### src/rtl/sram_pkg.sv
// Shared defaults and FSM state type for the SRAM request controller.
package sram_pkg;
  localparam int SRAM_ADDR_W = 6;
  localparam int SRAM_DATA_W = 32;

  typedef enum logic {
    ST_INIT = 1'b0,
    ST_RUN  = 1'b1
  } ctrl_state_t;
endpackage

### src/rtl/sram_resp_fifo.sv
// Synchronous read-response queue. The caller never pushes when full and
// never pops when empty; the pop guard below is only a safety net.
module sram_resp_fifo #(
  parameter int DEPTH = 2,
  parameter int W     = 32,
  parameter int CNT_W = $clog2(DEPTH + 1)
) (
  input  logic             clk,
  input  logic             rst,
  input  logic             i_push,
  input  logic [W-1:0]     i_wdata,
  input  logic             i_pop,
  output logic [W-1:0]     o_rdata,
  output logic [CNT_W-1:0] o_count,
  output logic             o_empty
);
  localparam int PTR_W = (DEPTH > 1) ? $clog2(DEPTH) : 1;

  logic [W-1:0]     r_mem [DEPTH];
  logic [PTR_W-1:0] r_wr_ptr;
  logic [PTR_W-1:0] r_rd_ptr;
  logic [CNT_W-1:0] r_count;
  logic             w_pop;

  function automatic logic [PTR_W-1:0] ptr_inc(input logic [PTR_W-1:0] p);
    return (p == PTR_W'(DEPTH - 1)) ? '0 : p + 1'b1;
  endfunction

  assign w_pop   = i_pop && !o_empty;
  assign o_empty = (r_count == '0);
  assign o_count = r_count;
  assign o_rdata = r_mem[r_rd_ptr];

  always_ff @(posedge clk) begin
    if (i_push) r_mem[r_wr_ptr] <= i_wdata;
  end

  always_ff @(posedge clk) begin
    if (rst) begin
      r_wr_ptr <= '0;
      r_rd_ptr <= '0;
      r_count  <= '0;
    end else begin
      if (i_push) r_wr_ptr <= ptr_inc(r_wr_ptr);
      if (w_pop)  r_rd_ptr <= ptr_inc(r_rd_ptr);
      case ({i_push, w_pop})
        2'b10:   r_count <= r_count + 1'b1;
        2'b01:   r_count <= r_count - 1'b1;
        default: r_count <= r_count;
      endcase
    end
  end
endmodule

### src/rtl/sram_req_ctrl.sv
// Request/response front end for a single-port SRAM macro with a one-cycle read.
// Define SRAM_REQ_CTRL_INIT_EN to zero-fill the whole macro while in INIT.
//
// state   | meaning
// --------+---------------------------------------------------------------
// ST_INIT | after reset; requests blocked (optional zero-fill sweep)
// ST_RUN  | accepting requests; reads throttled by response-queue room
module sram_req_ctrl
  import sram_pkg::*;
#(
  parameter int ADDR_W     = SRAM_ADDR_W,
  parameter int DATA_W     = SRAM_DATA_W,
  parameter int RESP_DEPTH = 2
) (
  input  logic              clk,
  input  logic              rst,
  input  logic              req_valid,
  output logic              req_ready,
  input  logic              req_we,
  input  logic [ADDR_W-1:0] req_addr,
  input  logic [DATA_W-1:0] req_wdata,
  output logic              resp_valid,
  input  logic              resp_ready,
  output logic [DATA_W-1:0] resp_rdata,
  output logic              sram_csb,
  output logic              sram_web,
  output logic              sram_oeb,
  output logic [ADDR_W-1:0] sram_a,
  output logic [DATA_W-1:0] sram_i,
  input  logic [DATA_W-1:0] sram_o
);
  localparam int CNT_W = $clog2(RESP_DEPTH + 1);

  ctrl_state_t      r_state;
  ctrl_state_t      w_state_nxt;
  logic             r_inflight;
  logic             w_accept;
  logic             w_pop;
  logic             w_read_room;
  logic             w_fifo_empty;
  logic [CNT_W-1:0] w_fifo_count;
  logic [CNT_W:0]   w_occ;

  // Reads already committed: queued + the one whose data is on sram_o now.
  assign w_pop       = resp_valid && resp_ready;
  assign w_occ       = {1'b0, w_fifo_count} + (CNT_W + 1)'(r_inflight) - (CNT_W + 1)'(w_pop);
  assign w_read_room = (w_occ < (CNT_W + 1)'(RESP_DEPTH));
  assign w_accept    = req_valid && req_ready;
  assign sram_oeb    = ~r_inflight;
  assign resp_valid  = !w_fifo_empty;

`ifdef SRAM_REQ_CTRL_INIT_EN
  logic [ADDR_W-1:0] r_init_addr;
  logic              w_init_last;

  assign w_init_last = (r_init_addr == '1);

  always_ff @(posedge clk) begin
    if (rst) r_init_addr <= '0;
    else if (r_state == ST_INIT) r_init_addr <= r_init_addr + 1'b1;
  end
`endif

  always_ff @(posedge clk) begin
    if (rst) begin
      r_state    <= ST_INIT;
      r_inflight <= 1'b0;
    end else begin
      r_state    <= w_state_nxt;
      r_inflight <= w_accept && !req_we;
    end
  end

  always_comb begin
    w_state_nxt = r_state;
    req_ready   = 1'b0;
    sram_csb    = 1'b1;
    sram_web    = 1'b1;
    sram_a      = req_addr;
    sram_i      = req_wdata;
    case (r_state)
      ST_INIT: begin
`ifdef SRAM_REQ_CTRL_INIT_EN
        if (!rst) begin
          sram_csb = 1'b0;
          sram_web = 1'b0;
          sram_a   = r_init_addr;
          sram_i   = '0;
        end
        if (w_init_last) w_state_nxt = ST_RUN;
`else
        w_state_nxt = ST_RUN;
`endif
      end
      ST_RUN: begin
        req_ready = !rst && (req_we || w_read_room);
        if (req_valid && req_ready) begin
          sram_csb = 1'b0;
          sram_web = ~req_we;
        end
      end
    endcase
  end

  sram_resp_fifo #(
    .DEPTH (RESP_DEPTH),
    .W     (DATA_W),
    .CNT_W (CNT_W)
  ) u_resp_fifo (
    .clk     (clk),
    .rst     (rst),
    .i_push  (r_inflight),
    .i_wdata (sram_o),
    .i_pop   (w_pop),
    .o_rdata (resp_rdata),
    .o_count (w_fifo_count),
    .o_empty (w_fifo_empty)
  );
endmodule

### config.mk
export PLATFORM = sky130hd
export DESIGN_NAME = sram_req_ctrl
export DESIGN_NICKNAME = d
export VERILOG_FILES = /design/src/rtl/sram_pkg.sv /design/src/rtl/sram_resp_fifo.sv /design/src/rtl/sram_req_ctrl.sv
export SDC_FILE = /design/constraint.sdc
export NUM_CORES = 1
export LEC_CHECK = 0
export BUFFER_PORTS_ARGS = -buffer_cell sky130_fd_sc_hd__buf_2
export CORE_UTILIZATION = 41
export DETAILED_ROUTE_END_ITERATION = 6
export PLACE_DENSITY = 0.86
export SYNTH_ARGS = -nofsm -noshare
export SYNTH_HDL_FRONTEND = slang
export SYNTH_SLANG_ARGS = --single-unit
### constraint.sdc
create_clock -name clk -period 2.35 [get_ports clk]
set_input_delay 0.235 -clock clk [delete_from_list [all_inputs] [get_ports clk]]
set_output_delay 0.235 -clock clk [all_outputs]
set_load 0.02 [all_outputs]
; Word level (Yosys, flattened, before mapping)
; Memories as Yosys holds them, arrays and structs flattened. A register that Yosys moved wholly into a read port is not among the register bits.
; Cells that the tools add are included.
[op_classes]
add_sub_neg = 6
n_lt_le_gt_ge = 1
n_eq_ne = 2
n_mux = 13
bitwise = 2
reduce_logical = 12
[op_table]
columns = cell, n
row1 = 1-bit two-way mux, 12
row2 = 1-bit logical AND, 6
row3 = 2-bit case mux with 2 select lines, 1
row4 = 2-bit by 1-bit adder with 3-bit output, 1
row5 = 1-bit logical NOT, 3
row6 = 3-bit by 2-bit < comparator with 1-bit output (second input constant), 1
row7 = 3-bit by 1-bit subtractor with 3-bit output, 1
row8 = 1-bit adder (second input constant), 2
row9 = 2-bit by 1-bit adder with 2-bit output (second input constant), 1
row10 = 2-bit by 1-bit equality test with 1-bit output (second input constant), 1
row11 = 2-bit equality test (second input constant), 1
row12 = 2-bit logical NOT, 1
row13 = 1-bit inverter, 2
row14 = 2-bit nonzero test, 1
row15 = 2-bit by 1-bit subtractor with 2-bit output (second input constant), 1
row16 = 1-bit logical OR, 1
[word_totals]
ff_bits = 6
ram_bits = 64
inputBits = 75
output_inout_bits = 75
wordCells = 42
mem_count = 1
[mem_list]
columns = memory, depth, word_bits, read_ports, rd_ports_with_merged_regs, wr, line_no
row1 = u_resp_fifo.r_mem, 2, 32, 1, 1, 1, sram_resp_fifo.sv:19  ; logic [W-1:0] r_mem [DEPTH];

; Depth between registers and ports, before layout
; Gate-level depths: netlist (run 1).
[depth]
ltp_word = 10
ltp_mapped = 7
ltp_nobuf = 7

; Modules after synthesis
; From an unflattened synthesis (run 1), not the netlist that was laid out.
[hier_totals]
hier_cells = 180
area_unflattened_um2 = 2962.8
[by_module_without_submodules]
columns = module, instances, cells_per_inst, area_per_inst_um2, seq_area_each_um2
row1 = sram_resp_fifo, 1, 122, 2504.9, 2021.9
row2 = sram_req_ctrl, 1, 58, 457.9, 40.0

; Worst setup path before layout (run 1)
; No wires, ideal clock.
[synth_timing]
path_type = reg-to-output
startpoint = register u_resp_fifo.r_count[1] (netlist: u_resp_fifo.o_count[1])
endpoint = output req_ready
arrival_ns = 2.152
t_required_ns = 2.115
path_slack_ns = -0.037
stages_incl_launch_ff = 8
path_buffers = 0
cell_sequence = dfxtp_1 o21a_1 ha_1 nand2b_1 fa_1 xnor2_1 a21oi_1 nor3b_1
[synth_via]
elab_chain_cells = 8
[synth_rtl]
columns = item, line_no
row1 = from (decl), sram_resp_fifo.sv:22  ; logic [CNT_W-1:0] r_count;
row2 = from (signal assigned), sram_resp_fifo.sv:47  ; 2'b10: r_count <= r_count + 1'b1;
row3 = from (signal assigned), sram_resp_fifo.sv:48  ; 2'b01: r_count <= r_count - 1'b1;
row4 = from (signal assigned), sram_resp_fifo.sv:49  ; default: r_count <= r_count;
row5 = branches (longest 3 deep; another with 2-bit by 1-bit adder with 3-bit output), n/a
row6 = 3-bit by 1-bit subtractor with 3-bit output *, sram_req_ctrl.sv:46  ; assign w_occ = {1'b0, w_fifo_count} + (CNT_W + 1)'(r_inflight) - (CNT_W + 1)'(w_pop);
row7 = 3-bit by 2-bit < comparator with 1-bit output *, sram_req_ctrl.sv:47  ; assign w_read_room = (w_occ < (CNT_W + 1)'(RESP_DEPTH));
row8 = 1-bit logical OR *, sram_req_ctrl.sv:96  ; req_ready = !rst && (req_we || w_read_room);
row9 = 1-bit logical AND *, sram_req_ctrl.sv:96
row10 = 1-bit two-way mux *, sram_req_ctrl.sv:81  ; case (r_state)
row11 = to (decl), sram_req_ctrl.sv:18  ; output logic req_ready,
; Every way passes the cells marked *.

; Final worst setup path (run 1)
[layout_timing]
startpoint = register u_resp_fifo.r_count[0] (netlist: u_resp_fifo.o_count[0])
endpoint = output req_ready
; Same word-level chain as after synthesis.

==> report_table.html, run 1 <==
<table>
<tr><th>Metric</th><th>Value</th></tr>
<tr><th colspan="2">Outcome</th></tr>
<tr><td>Violations in the final reports</td><td>negative setup slack</td></tr>
<tr><td>Status</td><td>finished with violations</td></tr>
<tr><th colspan="2">Yosys</th></tr>
<tr><td>Net Count, Synth</td><td>between 200 and 300</td></tr>
<tr><td>Number of distinct library cells after synthesis</td><td>24</td></tr>
<tr><td>Biggest area consumer among synthesized cells</td><td>sky130_fd_sc_hd__edfxtp_1</td></tr>
<tr><td>Number of warnings printed during yosys synthesis</td><td>0</td></tr>
<tr><td>Cell with the most instances after synthesis</td><td>sky130_fd_sc_hd__edfxtp_1</td></tr>
<tr><td>Top post-synthesis cells by count</td><td>sky130_fd_sc_hd__edfxtp_1, sky130_fd_sc_hd__buf_4, sky130_fd_sc_hd__mux2_2, sky130_fd_sc_hd__dfxtp_1, sky130_fd_sc_hd__nor2_1</td></tr>
<tr><td>Fraction of synthesized cell area taken by the top area cell type</td><td>between 60% and 70%</td></tr>
<tr><td>Sequential-to-total area share from yosys stat</td><td>between 70% and 80%</td></tr>
<tr><td>Mean Syn Cell Area</td><td>16.7 µm²</td></tr>
<tr><td>Gate Count Post-Synth</td><td>176</td></tr>
<tr><td>Dominant synthesized flop cell</td><td>sky130_fd_sc_hd__edfxtp_1</td></tr>
<tr><td>Leading cell types by total area after synthesis</td><td>sky130_fd_sc_hd__edfxtp_1, sky130_fd_sc_hd__mux2_2, sky130_fd_sc_hd__buf_4, sky130_fd_sc_hd__dfxtp_1, sky130_fd_sc_hd__xnor2_1</td></tr>
<tr><td>Count of flip-flops with a built-in enable after synthesis</td><td>64</td></tr>
<tr><td>Synth Cell Area</td><td>2930 µm²</td></tr>
<tr><td>Post-synth ARST share</td><td>0%</td></tr>
<tr><td>Number of synthesized register bits</td><td>71</td></tr>
<tr><th colspan="2">Global route</th></tr>
<tr><td>Vias in the first global route</td><td>approximately 1500</td></tr>
<tr><td>Antenna violations before repair</td><td>0</td></tr>
<tr><td>Remaining global-route overflow</td><td>0</td></tr>
<tr><td>Maximum number of pins on one net before global-route repair</td><td>33</td></tr>
<tr><td>Global-route wire length before repair</td><td>7170 µm</td></tr>
<tr><td>All-layer global routing usage</td><td>13.4%</td></tr>
<tr><th colspan="2">Cells and area</th></tr>
<tr><td>Post-route cell area</td><td>3430 µm²</td></tr>
<tr><td>End-of-flow core utilization</td><td>approximately half</td></tr>
<tr><td>Layout cells sized above 1</td><td>58.6%</td></tr>
<tr><td>Number of nets in the final layout</td><td>300</td></tr>
<tr><td>Count of placed standard cells in the final layout, fillers left out</td><td>323</td></tr>
<tr><td>Signed area change from the synthesized netlist to the final layout</td><td>16.9%</td></tr>
<tr><td>Ant diodes</td><td>0</td></tr>
<tr><td>Fillers</td><td>591</td></tr>
<tr><th colspan="2">Setup path</th></tr>
<tr><td>Required time of the worst setup path</td><td>2.12 ns</td></tr>
<tr><td>Origin of the critical flop-to-flop path</td><td>u_resp_fifo.o_count[0]</td></tr>
<tr><td>Timing startpoint of the critical path</td><td>u_resp_fifo.o_count[0]</td></tr>
<tr><td>Worst reg2reg setup slack</td><td>0.59 ns</td></tr>
<tr><td>Type of origin of the critical path</td><td>flop</td></tr>
<tr><td>Worst flop-to-flop path endpoint</td><td>r_inflight</td></tr>
<tr><td>Type of the worst setup path</td><td>reg2out</td></tr>
<tr><td>Depth of the most critical reg-to-reg path</td><td>6</td></tr>
<tr><td>CP arrival</td><td>2.24 ns</td></tr>
<tr><td>Endpoint of the most critical setup path</td><td>req_ready</td></tr>
<tr><td>Crit path max fanout</td><td>2</td></tr>
<tr><td>Critical Path Sink Type</td><td>output port</td></tr>
<tr><th colspan="2">Floorplanning</th></tr>
<tr><td>Boundary pin count</td><td>150</td></tr>
<tr><td>Count of standard-cell rows</td><td>30</td></tr>
<tr><td>Die X-Extent</td><td>86.6 µm</td></tr>
<tr><td>Height of the die</td><td>86.6 µm</td></tr>
<tr><td>Starting density of the core</td><td>42.7%</td></tr>
<tr><td>Placeable Area</td><td>6870 µm²</td></tr>
<tr><td>Area enclosed by the die boundary</td><td>7490 µm²</td></tr>
<tr><th colspan="2">Timing</th></tr>
<tr><td>Worst-case hold slack</td><td>0.0773 ns</td></tr>
<tr><td>Achievable clock frequency</td><td>405 MHz</td></tr>
<tr><td>Transition time at the pin with the least slew margin</td><td>0.788 ns</td></tr>
<tr><td>Crit share post-route</td><td>105%</td></tr>
<tr><td>Total Negative Setup Slacks</td><td>-0.226 ns</td></tr>
<tr><td>Worst Skew</td><td>0.00560 ns</td></tr>
<tr><td>Final setup violation count</td><td>2</td></tr>
<tr><td>Max transition margin</td><td>47.5%</td></tr>
<tr><td>Shortest clock period the worst path allows after layout</td><td>2.47 ns</td></tr>
<tr><td>Unrepaired setup endpoints after global routing</td><td>true</td></tr>
<tr><td>Final Hold Viols</td><td>0</td></tr>
<tr><td>Worst Slack Setup Final</td><td>-0.122 ns</td></tr>
<tr><td>Number of pins exceeding their max-slew limit in the final report</td><td>0</td></tr>
<tr><th colspan="2">Route</th></tr>
<tr><td>DRT antenna net count</td><td>0</td></tr>
<tr><td>Total length of routed wires</td><td>4700 µm</td></tr>
<tr><td>Routed wl met3</td><td>362 µm</td></tr>
<tr><td>Routed wl met2</td><td>2450 µm</td></tr>
<tr><td>Vias after detailed routing</td><td>1480</td></tr>
<tr><td>Detailed-routing wirelength on met1</td><td>1760 µm</td></tr>
<tr><td>Initial drt markers</td><td>51</td></tr>
<tr><td>Highest routed layer</td><td>met4</td></tr>
<tr><td>Vias per cell</td><td>4.58</td></tr>
<tr><td>Drt first pass iters</td><td>4</td></tr>
<tr><td>Routed length per placed instance</td><td>~15 µm</td></tr>
<tr><td>Total DRC errors in the routed layout</td><td>0</td></tr>
<tr><th colspan="2">Power</th></tr>
<tr><td>Largest voltage drop on the vdd net</td><td>0.716 mV</td></tr>
<tr><td>Power density over the cells</td><td>817 nW/µm²</td></tr>
<tr><td>LEAKAGE</td><td>1.27 nW</td></tr>
<tr><td>Power, Total</td><td>about 2.8 mW</td></tr>
<tr><th colspan="2">Clock network</th></tr>
<tr><td>Number of buffers inserted during clock tree synthesis</td><td>9</td></tr>
<tr><td>CTS Root Buffer Type</td><td>sky130_fd_sc_hd__clkbuf_8</td></tr>
<tr><td>Depth of the CTS H-tree</td><td>3</td></tr>
<tr><td>Clock sinks</td><td>71</td></tr>
<tr><td>Clock Latency Late Sink</td><td>0.34 ns</td></tr>
<tr><td>Maximum clock path buffer count</td><td>2</td></tr>
<tr><td>TritonCTS clock tree</td><td>done</td></tr>
<tr><td>Clock transition time at the flip-flop clock pins of the worst setup and hold paths</td><td>0.08 ns</td></tr>
<tr><th colspan="2">Placement</th></tr>
<tr><td>HPWL Detailed</td><td>3090 µm</td></tr>
<tr><td>Post-Place Setup Slack</td><td>0.0706 ns</td></tr>
<tr><td>Total placed instance area</td><td>3160 µm²</td></tr>
<tr><td>Count of buffers from port buffering</td><td>73</td></tr>
<tr><td>Final Wtd Congestion</td><td>slightly above 0.7</td></tr>
<tr><td>Number of instances in the placed design</td><td>around 300</td></tr>
<tr><th colspan="2">Run</th></tr>
<tr><td>Max-capacitance violation count</td><td>0</td></tr>
<tr><th colspan="2">Hold path</th></tr>
<tr><td>Worst min-delay path category</td><td>in2reg</td></tr>
</table>
## registers in the layout (all words and copies together) (netlist names), named ones only
name	count
r_state	1
u_resp_fifo.r_mem	64
u_resp_fifo.o_count	2
r_inflight	1
u_resp_fifo.r_wr_ptr	1
u_resp_fifo.r_rd_ptr	1
## layout make-up
class / count / area, µm² / share of cell area [%]
clock buffers: 9 / 124 / 3.61
clock inverters: 7 / 97.6 / 2.85
inverters: 3 / 11.3 / 0.329
multi-input cells: 59 / 584 / 17.0
flip-flops and latches: 71 / 2070 / 60.3
well taps: 96 / 120 / 3.50
repair buffers: 78 / 424 / 12.4
## how the worst min path moves through the flow
stage / startpoint / to / slack, ns / cells past startpoint
final: sram_o[17] / u_resp_fifo.r_mem[1][17] / 0.08 / 1
after global placement: sram_o[12] / u_resp_fifo.r_mem[0][12] / 0.42 / 1
after detailed placement: sram_o[17] / u_resp_fifo.r_mem[1][17] / 0.43 / 1
after CTS: sram_o[17] / u_resp_fifo.r_mem[1][17] / 0.05 / 1
after global routing: sram_o[2] / u_resp_fifo.r_mem[0][2] / 0.06 / 1
after floorplan: req_we / r_inflight / 0.31 / 1
## cells in the final DEF, fill, tap and decap left out
master | synthesis | routed
sky130_fd_sc_hd__fa_2 | 0 | 1
sky130_fd_sc_hd__xnor2_2 | 0 | 1
sky130_fd_sc_hd__nor3b_2 | 0 | 1
sky130_fd_sc_hd__nor2_1 | 6 | 5
sky130_fd_sc_hd__edfxtp_1 | 64 | 64
sky130_fd_sc_hd__a21oi_1 | 2 | 2
sky130_fd_sc_hd__and2_2 | 0 | 1
sky130_fd_sc_hd__buf_6 | 0 | 1
sky130_fd_sc_hd__buf_2 | 3 | 71
sky130_fd_sc_hd__xnor2_1 | 4 | 3
sky130_fd_sc_hd__and2_4 | 0 | 1
sky130_fd_sc_hd__clkinv_4 | 0 | 2
sky130_fd_sc_hd__dfxtp_1 | 7 | 6
sky130_fd_sc_hd__ha_1 | 2 | 2
sky130_fd_sc_hd__nand3_1 | 1 | 1
sky130_fd_sc_hd__o21a_1 | 1 | 1
sky130_fd_sc_hd__buf_4 | 38 | 5
sky130_fd_sc_hd__nor2_4 | 0 | 1
sky130_fd_sc_hd__clkinv_2 | 0 | 1
sky130_fd_sc_hd__o21ai_0 | 1 | 1
sky130_fd_sc_hd__inv_1 | 3 | 3
sky130_fd_sc_hd__bufinv_16 | 0 | 2
sky130_fd_sc_hd__nand2b_4 | 0 | 1
sky130_fd_sc_hd__and3b_1 | 1 | 1
sky130_fd_sc_hd__clkbuf_8 | 0 | 9
sky130_fd_sc_hd__or3_1 | 1 | 1
sky130_fd_sc_hd__xor2_1 | 1 | 1
sky130_fd_sc_hd__nand2_1 | 1 | 1
sky130_fd_sc_hd__mux2_2 | 30 | 30
sky130_fd_sc_hd__mux2_1 | 2 | 2
sky130_fd_sc_hd__or2_2 | 1 | 1
sky130_fd_sc_hd__dfxtp_4 | 0 | 1
sky130_fd_sc_hd__clkinvlp_4 | 0 | 2
sky130_fd_sc_hd__buf_12 | 0 | 1
## routing by layer
| layer | up-vias | track usage (%) |
|---|---|---|
| met5 | - | 0 |
| met4 | 0 | 7.88 |
| met3 | 19 | 6.95 |
| met2 | 71 | 23.2 |
| met1 | 703 | 12.5 |
| li1 | 687 | - |
## logic make-up after synthesis
kind of cell	after synthesis	share of synthesized area, %
fa+ha+maj	3	1.54
flops	71	70.3
xor+xnor	5	1.49
buf+inv	46	10.9
compound gates	4	0.768
simple gates	15	2.69
mux	32	12.3
## critical path, cell delays in order (launching register included)
cell                       delay, ns
sky130_fd_sc_hd__dfxtp_4        0.34
sky130_fd_sc_hd__o21a_1         0.20
sky130_fd_sc_hd__ha_1           0.30
sky130_fd_sc_hd__nand2b_4       0.15
sky130_fd_sc_hd__fa_2           0.53
sky130_fd_sc_hd__a21oi_1        0.07
sky130_fd_sc_hd__nor3b_2        0.15
sky130_fd_sc_hd__buf_4          0.16
## timing repair
action | in CTS | in global routing
hold buffers | 0 | 0
resized for setup | 8 | 1
pin swaps | 1 | 2
endpoints found under the setup margin | 2 | 2
setup buffers | 2 | 0
gates cloned | 0 | 0
## power breakdown
group / total (mW) / internal, mW / switching (mW) / leakage, nW
clock: 1.05 / 0.598 / 0.454 / 0.105
sequential: 1.41 / 1.41 / 0.00939 / 0.636
combinational: 0.333 / 0.154 / 0.179 / 0.525
total: 2.80 / 2.16 / 0.643 / 1.27
(Power assumes the default switching activity.)
==> run 2, diff against run 1 <==
- CORE_MARGIN: not set -> 8
- MAX_ROUTING_LAYER: not set -> met4
- SKIP_CTS_REPAIR_TIMING: not set -> 1
==> run 2 against run 1 <==
  * The flow still finishes with violations (negative setup slack)
  * Utilization shrank 1.6 points
  * Critical path depth grew 1
  * Largest power group unchanged
  * Routed wire length grew 15%
==> report_table.html, run 2 (synthesis results as in run 1) <==
<table>
<tr><th>Metric</th><th>Value</th></tr>
<tr><th colspan="2">Placement</th></tr>
<tr><td>Count of buffers from port buffering</td><td>73</td></tr>
<tr><td>Final Wtd Congestion</td><td>0.691</td></tr>
<tr><td>HPWL Detailed</td><td>roughly 3900 µm</td></tr>
<tr><td>Number of instances in the placed design</td><td>310</td></tr>
<tr><td>Post-Place Setup Slack</td><td>~0.11 ns</td></tr>
<tr><th colspan="2">Cells and area</th></tr>
<tr><td>Number of nets in the final layout</td><td>303</td></tr>
<tr><td>Ant diodes</td><td>0</td></tr>
<tr><td>Signed area change from the synthesized netlist to the final layout</td><td>17.0%</td></tr>
<tr><td>Max reg flops</td><td>64</td></tr>
<tr><td>Top reg by flops</td><td>u_resp_fifo.r_mem</td></tr>
<tr><td>Fillers</td><td>656</td></tr>
<tr><td>Most frequent standard cell in the layout excluding fill and tap cells</td><td>sky130_fd_sc_hd__buf_2</td></tr>
<tr><td>End-of-flow core utilization</td><td>48.3%</td></tr>
<tr><td>Count of placed standard cells in the final layout, fillers left out</td><td>roughly 330</td></tr>
<tr><td>Layout cells sized above 1</td><td>57.8%</td></tr>
<tr><td>Commonest cells after routing, fill and taps aside</td><td>sky130_fd_sc_hd__buf_2, sky130_fd_sc_hd__edfxtp_1, sky130_fd_sc_hd__mux2_2, sky130_fd_sc_hd__clkbuf_8, sky130_fd_sc_hd__buf_4</td></tr>
<tr><th colspan="2">Clock network</th></tr>
<tr><td>Maximum clock path buffer count</td><td>2</td></tr>
<tr><td>Clock sinks</td><td>71</td></tr>
<tr><td>TritonCTS clock tree</td><td>done</td></tr>
<tr><td>Number of buffers inserted during clock tree synthesis</td><td>9</td></tr>
<tr><td>Clock transition time at the flip-flop clock pins of the worst setup and hold paths</td><td>around 0.070 ns</td></tr>
<tr><td>Depth of the CTS H-tree</td><td>3</td></tr>
<tr><td>CTS Root Buffer Type</td><td>sky130_fd_sc_hd__clkbuf_8</td></tr>
<tr><td>Clock Latency Late Sink</td><td>0.34 ns</td></tr>
<tr><th colspan="2">Setup path</th></tr>
<tr><td>Timing startpoint of the critical path</td><td>u_resp_fifo.o_count[0]</td></tr>
<tr><td>Required time of the worst setup path</td><td>~2.1 ns</td></tr>
<tr><td>Crit path max fanout</td><td>3</td></tr>
<tr><td>Origin of the critical flop-to-flop path</td><td>u_resp_fifo.o_count[0]</td></tr>
<tr><td>Type of origin of the critical path</td><td>flop</td></tr>
<tr><td>Critical Path Sink Type</td><td>output port</td></tr>
<tr><td>Type of the worst setup path</td><td>reg2out</td></tr>
<tr><td>CP arrival</td><td>2.30 ns</td></tr>
<tr><th colspan="2">Power</th></tr>
<tr><td>Sw frac</td><td>between 20% and 30%</td></tr>
<tr><td>Power density over the cells</td><td>779 nW/µm²</td></tr>
<tr><td>Cell internal power dissipation</td><td>about 2.1 mW</td></tr>
<tr><td>Largest voltage drop on the vdd net</td><td>0.402 mV</td></tr>
<tr><td>Clock power frac</td><td>between 30 and 40%</td></tr>
<tr><td>LEAKAGE</td><td>approximately 1.3 nW</td></tr>
<tr><td>Power, Total</td><td>2.67 mW</td></tr>
<tr><td>Combinational cell fraction of total power</td><td>about an eighth</td></tr>
<tr><td>Sequential fraction of design power</td><td>53.1%</td></tr>
<tr><td>Total net switching power</td><td>0.619 mW</td></tr>
<tr><th colspan="2">Route</th></tr>
<tr><td>Drt first pass iters</td><td>3</td></tr>
<tr><td>Initial drt markers</td><td>43</td></tr>
<tr><td>Total length of routed wires</td><td>about 5400 µm</td></tr>
<tr><td>Total DRC errors in the routed layout</td><td>0</td></tr>
<tr><td>Vias after detailed routing</td><td>1481</td></tr>
<tr><td>Vias per cell</td><td>4.50</td></tr>
<tr><td>DRT antenna net count</td><td>0</td></tr>
<tr><td>Routed length per placed instance</td><td>16.4 µm</td></tr>
<tr><th colspan="2">Timing</th></tr>
<tr><td>Worst Skew</td><td>0.00717 ns</td></tr>
<tr><td>Unrepaired setup endpoints after global routing</td><td>true</td></tr>
<tr><td>Crit share post-route</td><td>108%</td></tr>
<tr><td>Transition time at the pin with the least slew margin</td><td>between 0.5 and 0.6 ns</td></tr>
<tr><td>Final Hold Viols</td><td>0</td></tr>
<tr><td>Worst-case hold slack</td><td>0.0814 ns</td></tr>
<tr><td>Max transition margin</td><td>62.6%</td></tr>
<tr><td>Number of pins exceeding their max-slew limit in the final report</td><td>0</td></tr>
<tr><td>Achievable clock frequency</td><td>395 MHz</td></tr>
<tr><td>Final setup violation count</td><td>2</td></tr>
<tr><td>Shortest clock period the worst path allows after layout</td><td>2.53 ns</td></tr>
<tr><td>Worst Slack Setup Final</td><td>-0.183 ns</td></tr>
<tr><th colspan="2">Global route</th></tr>
<tr><td>All-layer global routing usage</td><td>11.4%</td></tr>
<tr><td>Vias in the first global route</td><td>1674</td></tr>
<tr><td>Maximum number of pins on one net before global-route repair</td><td>18</td></tr>
<tr><td>Global-route wire length before repair</td><td>8200 µm</td></tr>
<tr><td>Antenna violations before repair</td><td>0</td></tr>
<tr><td>Remaining global-route overflow</td><td>0</td></tr>
<tr><th colspan="2">Hold path</th></tr>
<tr><td>Worst min-delay path category</td><td>in2reg</td></tr>
<tr><td>Beginning of the worst hold path</td><td>sram_o[16]</td></tr>
<tr><th colspan="2">Floorplanning</th></tr>
<tr><td>Starting density of the core</td><td>41.3%</td></tr>
<tr><td>Boundary pin count</td><td>150</td></tr>
<tr><td>Area enclosed by the die boundary</td><td>10100 µm²</td></tr>
<tr><td>Height of the die</td><td>101 µm</td></tr>
<tr><td>Count of standard-cell rows</td><td>31</td></tr>
<tr><td>Die X-Extent</td><td>101 µm</td></tr>
<tr><td>Placeable Area</td><td>7100 µm²</td></tr>
<tr><th colspan="2">Outcome</th></tr>
<tr><td>Status</td><td>finished with violations</td></tr>
<tr><td>Violations in the final reports</td><td>negative setup slack</td></tr>
<tr><th colspan="2">Run</th></tr>
<tr><td>Max-capacitance violation count</td><td>0</td></tr>
</table>
-- run 2: stage by stage --
step           TNS [ns]  area, µm²
3_3_place_gp          0       3190
6_report         -0.355       3430
5_1_grt          -0.633       3430
2_1_floorplan         0       2940
3_5_place_dp          0       3190
4_1_cts          -0.559       3370
-- run 2: area by class of cell --
cell class / instances / area (µm²) / area share [%]
tap: 99 / 124 / 3.61
sequential: 71 / 2070 / 60.2
inverter: 3 / 11.3 / 0.328
clock buffer: 12 / 135 / 3.94
timing repair buffer: 81 / 459 / 13.4
multi-input combinational: 59 / 588 / 17.1
clock inverter: 4 / 46.3 / 1.35
-- run 2: final timing paths --
kind	end	slack (ns)	cells after the start
worst min-delay path	u_resp_fifo.r_mem[1][16]	0.08	1
worst min register to register	u_resp_fifo.r_rd_ptr	0.52	2
worst max-delay path	req_ready	-0.18	8
worst max register to register	r_inflight	0.51	7
-- run 2: power by group through the flow --
stage / registers (mW) / logic, mW / clock network [mW]
final: 1.42 / 0.342 / 0.911
after global routing: 1.42 / 0.369 / 1.02
after floorplan: 1.44 / 0.300 / 0
after CTS: 1.42 / 0.323 / 0.946
after detailed placement: 1.45 / 0.321 / 0
after global placement: 1.44 / 0.312 / 0
-- run 2: critical path, stage by stage (launching register included) --
cell and delay [ns]:
sky130_fd_sc_hd__dfxtp_4 0.35, sky130_fd_sc_hd__o21a_1 0.21, sky130_fd_sc_hd__ha_1 0.28, sky130_fd_sc_hd__nand2b_4 0.14
sky130_fd_sc_hd__fa_2 0.40, sky130_fd_sc_hd__xnor2_2 0.20, sky130_fd_sc_hd__a21oi_2 0.08, sky130_fd_sc_hd__nor3b_2 0.15
sky130_fd_sc_hd__buf_4 0.16
-- run 2: routing by layer --
metal | vias up | global-route usage [%] | part of all wire (%)
met2 | 61 | 19.5 | 55
met5 | - | - | 0
met1 | 722 | 10.2 | 36
met4 | 0 | 4.30 | 0.52
met3 | 6 | 6.42 | 8.3
li1 | 692 | - | -
==> run 3, diff against run 2 <==
- ABC_AREA: not set -> 1
- CORE_UTILIZATION: 41 -> 42
- PLACE_DENSITY: 0.86 -> 0.87
==> run 3 against run 2 <==
  * The run still ends with negative setup slack left
  * Clock skew shrank 0.0012 ns
  * Via count grew 11%
  * Hold slack lost 0.0046 ns
  * Sequential share of layout area shrank 3.0 points
  * Synthesized cell count grew 9.1%
  * Flip-flop and latch count is the same
  * Non-clock buffer count is the same
  * Cell area grew 5.1%
  * Combinational power shrank 13%
  * Routed wire length grew 7.1%
  * Count of clock-buffer cells in the layout shrank 3
  * First-iteration DRC count shrank 14%
==> report_table.html, run 3 <==
<table>
<tr><th>Metric</th><th>Value</th></tr>
<tr><th colspan="2">Outcome</th></tr>
<tr><td>Status</td><td>finished with violations</td></tr>
<tr><td>Violations in the final reports</td><td>negative setup slack</td></tr>
<tr><th colspan="2">Clock network</th></tr>
<tr><td>CTS Root Buffer Type</td><td>sky130_fd_sc_hd__clkbuf_8</td></tr>
<tr><td>Number of buffers inserted during clock tree synthesis</td><td>9</td></tr>
<tr><td>Clock sinks</td><td>approximately 70</td></tr>
<tr><td>Clock Latency Late Sink</td><td>roughly 0.34 ns</td></tr>
<tr><td>Clock transition time at the flip-flop clock pins of the worst setup and hold paths</td><td>0.08 ns</td></tr>
<tr><td>TritonCTS clock tree</td><td>done</td></tr>
<tr><td>Depth of the CTS H-tree</td><td>3</td></tr>
<tr><td>Maximum clock path buffer count</td><td>2</td></tr>
<tr><th colspan="2">Global route</th></tr>
<tr><td>Vias in the first global route</td><td>1777</td></tr>
<tr><td>Global-route wire length before repair</td><td>8720 µm</td></tr>
<tr><td>Met1 Use GR</td><td>10.6%</td></tr>
<tr><td>Most used routing layer in global routing</td><td>met2</td></tr>
<tr><td>Remaining global-route overflow</td><td>0</td></tr>
<tr><td>Antenna violations before repair</td><td>0</td></tr>
<tr><td>Met3 track utilization from global routing</td><td>approximately 3.7%</td></tr>
<tr><td>Met2 usage in global routing</td><td>20.5%</td></tr>
<tr><td>All-layer global routing usage</td><td>a little under an eighth</td></tr>
<tr><td>Maximum number of pins on one net before global-route repair</td><td>22</td></tr>
<tr><th colspan="2">Hold path</th></tr>
<tr><td>Worst min-delay path category</td><td>in2reg</td></tr>
<tr><td>Number of cells on the worst hold path</td><td>1</td></tr>
<tr><th colspan="2">Setup path</th></tr>
<tr><td>CP arrival</td><td>2.45 ns</td></tr>
<tr><td>Endpoint of the most critical setup path</td><td>req_ready</td></tr>
<tr><td>Required time of the worst setup path</td><td>2.12 ns</td></tr>
<tr><td>Crit path max fanout</td><td>3</td></tr>
<tr><td>Type of the worst setup path</td><td>reg2out</td></tr>
<tr><td>Timing startpoint of the critical path</td><td>u_resp_fifo.o_count[0]</td></tr>
<tr><td>Worst reg2reg setup slack</td><td>between 0.3 and 0.4 ns</td></tr>
<tr><td>Depth of the most critical reg-to-reg path</td><td>8</td></tr>
<tr><td>Worst flop-to-flop path endpoint</td><td>r_inflight</td></tr>
<tr><td>Critical Path Sink Type</td><td>output port</td></tr>
<tr><td>Type of origin of the critical path</td><td>flop</td></tr>
<tr><td>Origin of the critical flop-to-flop path</td><td>u_resp_fifo.o_count[0]</td></tr>
<tr><th colspan="2">Yosys</th></tr>
<tr><td>Biggest area consumer among synthesized cells</td><td>sky130_fd_sc_hd__edfxtp_1</td></tr>
<tr><td>Net Count, Synth</td><td>270</td></tr>
<tr><td>Number of distinct library cells after synthesis</td><td>20</td></tr>
<tr><td>Count of flip-flops with a built-in enable after synthesis</td><td>64</td></tr>
<tr><td>Sequential-to-total area share from yosys stat</td><td>roughly 66%</td></tr>
<tr><td>Dominant synthesized flop cell</td><td>sky130_fd_sc_hd__edfxtp_1</td></tr>
<tr><td>Number of warnings printed during yosys synthesis</td><td>0</td></tr>
<tr><td>Top post-synthesis cells by count</td><td>sky130_fd_sc_hd__edfxtp_1, sky130_fd_sc_hd__buf_4, sky130_fd_sc_hd__mux2_4, sky130_fd_sc_hd__inv_1, sky130_fd_sc_hd__nand2_1</td></tr>
<tr><td>Cell with the most instances after synthesis</td><td>sky130_fd_sc_hd__edfxtp_1</td></tr>
<tr><td>Gate Count Post-Synth</td><td>192</td></tr>
<tr><td>Post-synth ARST share</td><td>0%</td></tr>
<tr><td>Synth Cell Area</td><td>3120 µm²</td></tr>
<tr><td>Number of synthesized register bits</td><td>71</td></tr>
<tr><td>Mean Syn Cell Area</td><td>16.3 µm²</td></tr>
<tr><td>Fraction of synthesized cell area taken by the top area cell type</td><td>61.5%</td></tr>
<tr><td>Leading cell types by total area after synthesis</td><td>sky130_fd_sc_hd__edfxtp_1, sky130_fd_sc_hd__mux2_4, sky130_fd_sc_hd__buf_4, sky130_fd_sc_hd__dfxtp_1, sky130_fd_sc_hd__buf_12</td></tr>
<tr><th colspan="2">Power</th></tr>
<tr><td>Power density over the cells</td><td>776 nW/µm²</td></tr>
<tr><td>LEAKAGE</td><td>roughly 1.5 nW</td></tr>
<tr><td>Power, Total</td><td>~2.8 mW</td></tr>
<tr><td>Largest voltage drop on the vdd net</td><td>around 0.28 mV</td></tr>
<tr><th colspan="2">Floorplanning</th></tr>
<tr><td>Die X-Extent</td><td>between 100 and 150 µm</td></tr>
<tr><td>Boundary pin count</td><td>150</td></tr>
<tr><td>Starting density of the core</td><td>43.3%</td></tr>
<tr><td>Count of standard-cell rows</td><td>31</td></tr>
<tr><td>Area enclosed by the die boundary</td><td>10500 µm²</td></tr>
<tr><td>Placeable Area</td><td>between 7000 and 8000 µm²</td></tr>
<tr><td>Height of the die</td><td>102 µm</td></tr>
<tr><th colspan="2">Route</th></tr>
<tr><td>DRT antenna net count</td><td>0</td></tr>
<tr><td>Drt first pass iters</td><td>4</td></tr>
<tr><td>Total DRC errors in the routed layout</td><td>0</td></tr>
<tr><td>Vias per cell</td><td>4.73</td></tr>
<tr><td>Vias after detailed routing</td><td>1637</td></tr>
<tr><td>Total length of routed wires</td><td>5790 µm</td></tr>
<tr><td>Initial drt markers</td><td>37</td></tr>
<tr><td>Routed length per placed instance</td><td>~17 µm</td></tr>
<tr><th colspan="2">Timing</th></tr>
<tr><td>Final Hold Viols</td><td>0</td></tr>
<tr><td>Achievable clock frequency</td><td>372 MHz</td></tr>
<tr><td>Total Negative Setup Slacks</td><td>-0.583 ns</td></tr>
<tr><td>Worst-case hold slack</td><td>roughly 0.077 ns</td></tr>
<tr><td>Unrepaired setup endpoints after global routing</td><td>true</td></tr>
<tr><td>Shortest clock period the worst path allows after layout</td><td>approximately 2.7 ns</td></tr>
<tr><td>Max transition margin</td><td>57.9%</td></tr>
<tr><td>Crit share post-route</td><td>114%</td></tr>
<tr><td>Transition time at the pin with the least slew margin</td><td>0.631 ns</td></tr>
<tr><td>Number of pins exceeding their max-slew limit in the final report</td><td>0</td></tr>
<tr><td>Worst Skew</td><td>around 0.0059 ns</td></tr>
<tr><td>Worst Slack Setup Final</td><td>-0.337 ns</td></tr>
<tr><td>Final setup violation count</td><td>2</td></tr>
<tr><th colspan="2">Cells and area</th></tr>
<tr><td>Layout cells sized above 1</td><td>55.5%</td></tr>
<tr><td>Signed area change from the synthesized netlist to the final layout</td><td>15.4%</td></tr>
<tr><td>Top reg by flops</td><td>u_resp_fifo.r_mem</td></tr>
<tr><td>Number of nets in the final layout</td><td>320</td></tr>
<tr><td>Most frequent standard cell in the layout excluding fill and tap cells</td><td>sky130_fd_sc_hd__buf_2</td></tr>
<tr><td>Commonest cells after routing, fill and taps aside</td><td>sky130_fd_sc_hd__buf_2, sky130_fd_sc_hd__edfxtp_1, sky130_fd_sc_hd__mux2_4, sky130_fd_sc_hd__inv_1, sky130_fd_sc_hd__nand2_1</td></tr>
<tr><td>Max reg flops</td><td>64</td></tr>
<tr><td>Ant diodes</td><td>0</td></tr>
<tr><th colspan="2">Placement</th></tr>
<tr><td>Count of buffers from port buffering</td><td>between 70 and 80</td></tr>
<tr><td>HPWL Detailed</td><td>slightly above 4000 µm</td></tr>
<tr><td>Post-Place Setup Slack</td><td>0.0399 ns</td></tr>
<tr><td>Final Wtd Congestion</td><td>roughly 0.72</td></tr>
<tr><th colspan="2">Run</th></tr>
<tr><td>Max-capacitance violation count</td><td>0</td></tr>
</table>
-- run 3: changes by cell type in the layout (fill, tap and decap cells not counted), moves of 2 or more --
cell,before,now
sky130_fd_sc_hd__nand3_2,0,2
sky130_fd_sc_hd__xnor2_1,3,0
sky130_fd_sc_hd__mux2_1,2,0
sky130_fd_sc_hd__nand4_1,0,3
sky130_fd_sc_hd__dfxtp_2,0,2
sky130_fd_sc_hd__clkbuf_1,3,0
sky130_fd_sc_hd__inv_6,0,3
sky130_fd_sc_hd__nand2_1,1,10
sky130_fd_sc_hd__mux2_2,30,2
sky130_fd_sc_hd__inv_1,3,12
sky130_fd_sc_hd__nand2_2,0,2
sky130_fd_sc_hd__mux2_4,0,30
sky130_fd_sc_hd__nor2_1,5,8
-- run 3: cell families after synthesis --
logic type,after synthesis,share of synthesized area [%]
adders and majority gates,3,1.44
muxes,32,15.1
buffers and inverters,54,12.9
AOI/OAI and AO/OA,4,0.761
DFF,71,66.0
and+or+nand+nor,28,3.80
-- run 3: power by group --
part           switching [mW]  internal [mW]
clock                   0.480          0.610
combinational           0.161          0.138
sequential            0.00832           1.40
total                   0.650           2.15
-- run 3: layout make-up --
class | count | area, µm²
fillers | 633 | 3610
clock inverters | 7 | 103
inverters | 12 | 45.0
well taps | 99 | 124
clock buffers | 9 | 124
flip-flops and latches | 71 | 2060
multi-input cells | 67 | 686
repair buffers | 81 | 459
-- run 3: per-layer routing --
layer	share of wire [%]	wire (µm)
met1	37	2140
met2	52	3000
met3	7.8	450
met4	3.5	201
met5	0	0
-- run 3: how the worst min path moves through the flow --
stage | from | to
after floorplan | rst | u_resp_fifo.r_wr_ptr
after global placement | sram_o[10] | u_resp_fifo.r_mem[0][10]
after detailed placement | sram_o[22] | u_resp_fifo.r_mem[0][22]
after CTS | sram_o[22] | u_resp_fifo.r_mem[1][22]
after global routing | sram_o[22] | u_resp_fifo.r_mem[1][22]
final | sram_o[22] | u_resp_fifo.r_mem[1][22]
-- run 3: per-stage QoR --
stage	util (%)	instances	instance area [µm²]
after floorplan	-	192	3120
after global placement	46.1	327	3330
after detailed placement	46.1	327	3330
after CTS	49.3	343	3550
after global routing	50.0	346	3600
final	50.0	346	3600
-- run 3: critical path, cell delays in order, from the launching register on --
cell and delay (ns):
sky130_fd_sc_hd__dfxtp_2 0.33, sky130_fd_sc_hd__o21a_1 0.22, sky130_fd_sc_hd__ha_1 0.29, sky130_fd_sc_hd__or2_4 0.24, sky130_fd_sc_hd__fa_1 0.58, sky130_fd_sc_hd__nand3_2 0.08, sky130_fd_sc_hd__nand2_2 0.08, sky130_fd_sc_hd__nand2_1 0.05
sky130_fd_sc_hd__nor2_1 0.10, sky130_fd_sc_hd__buf_4 0.15
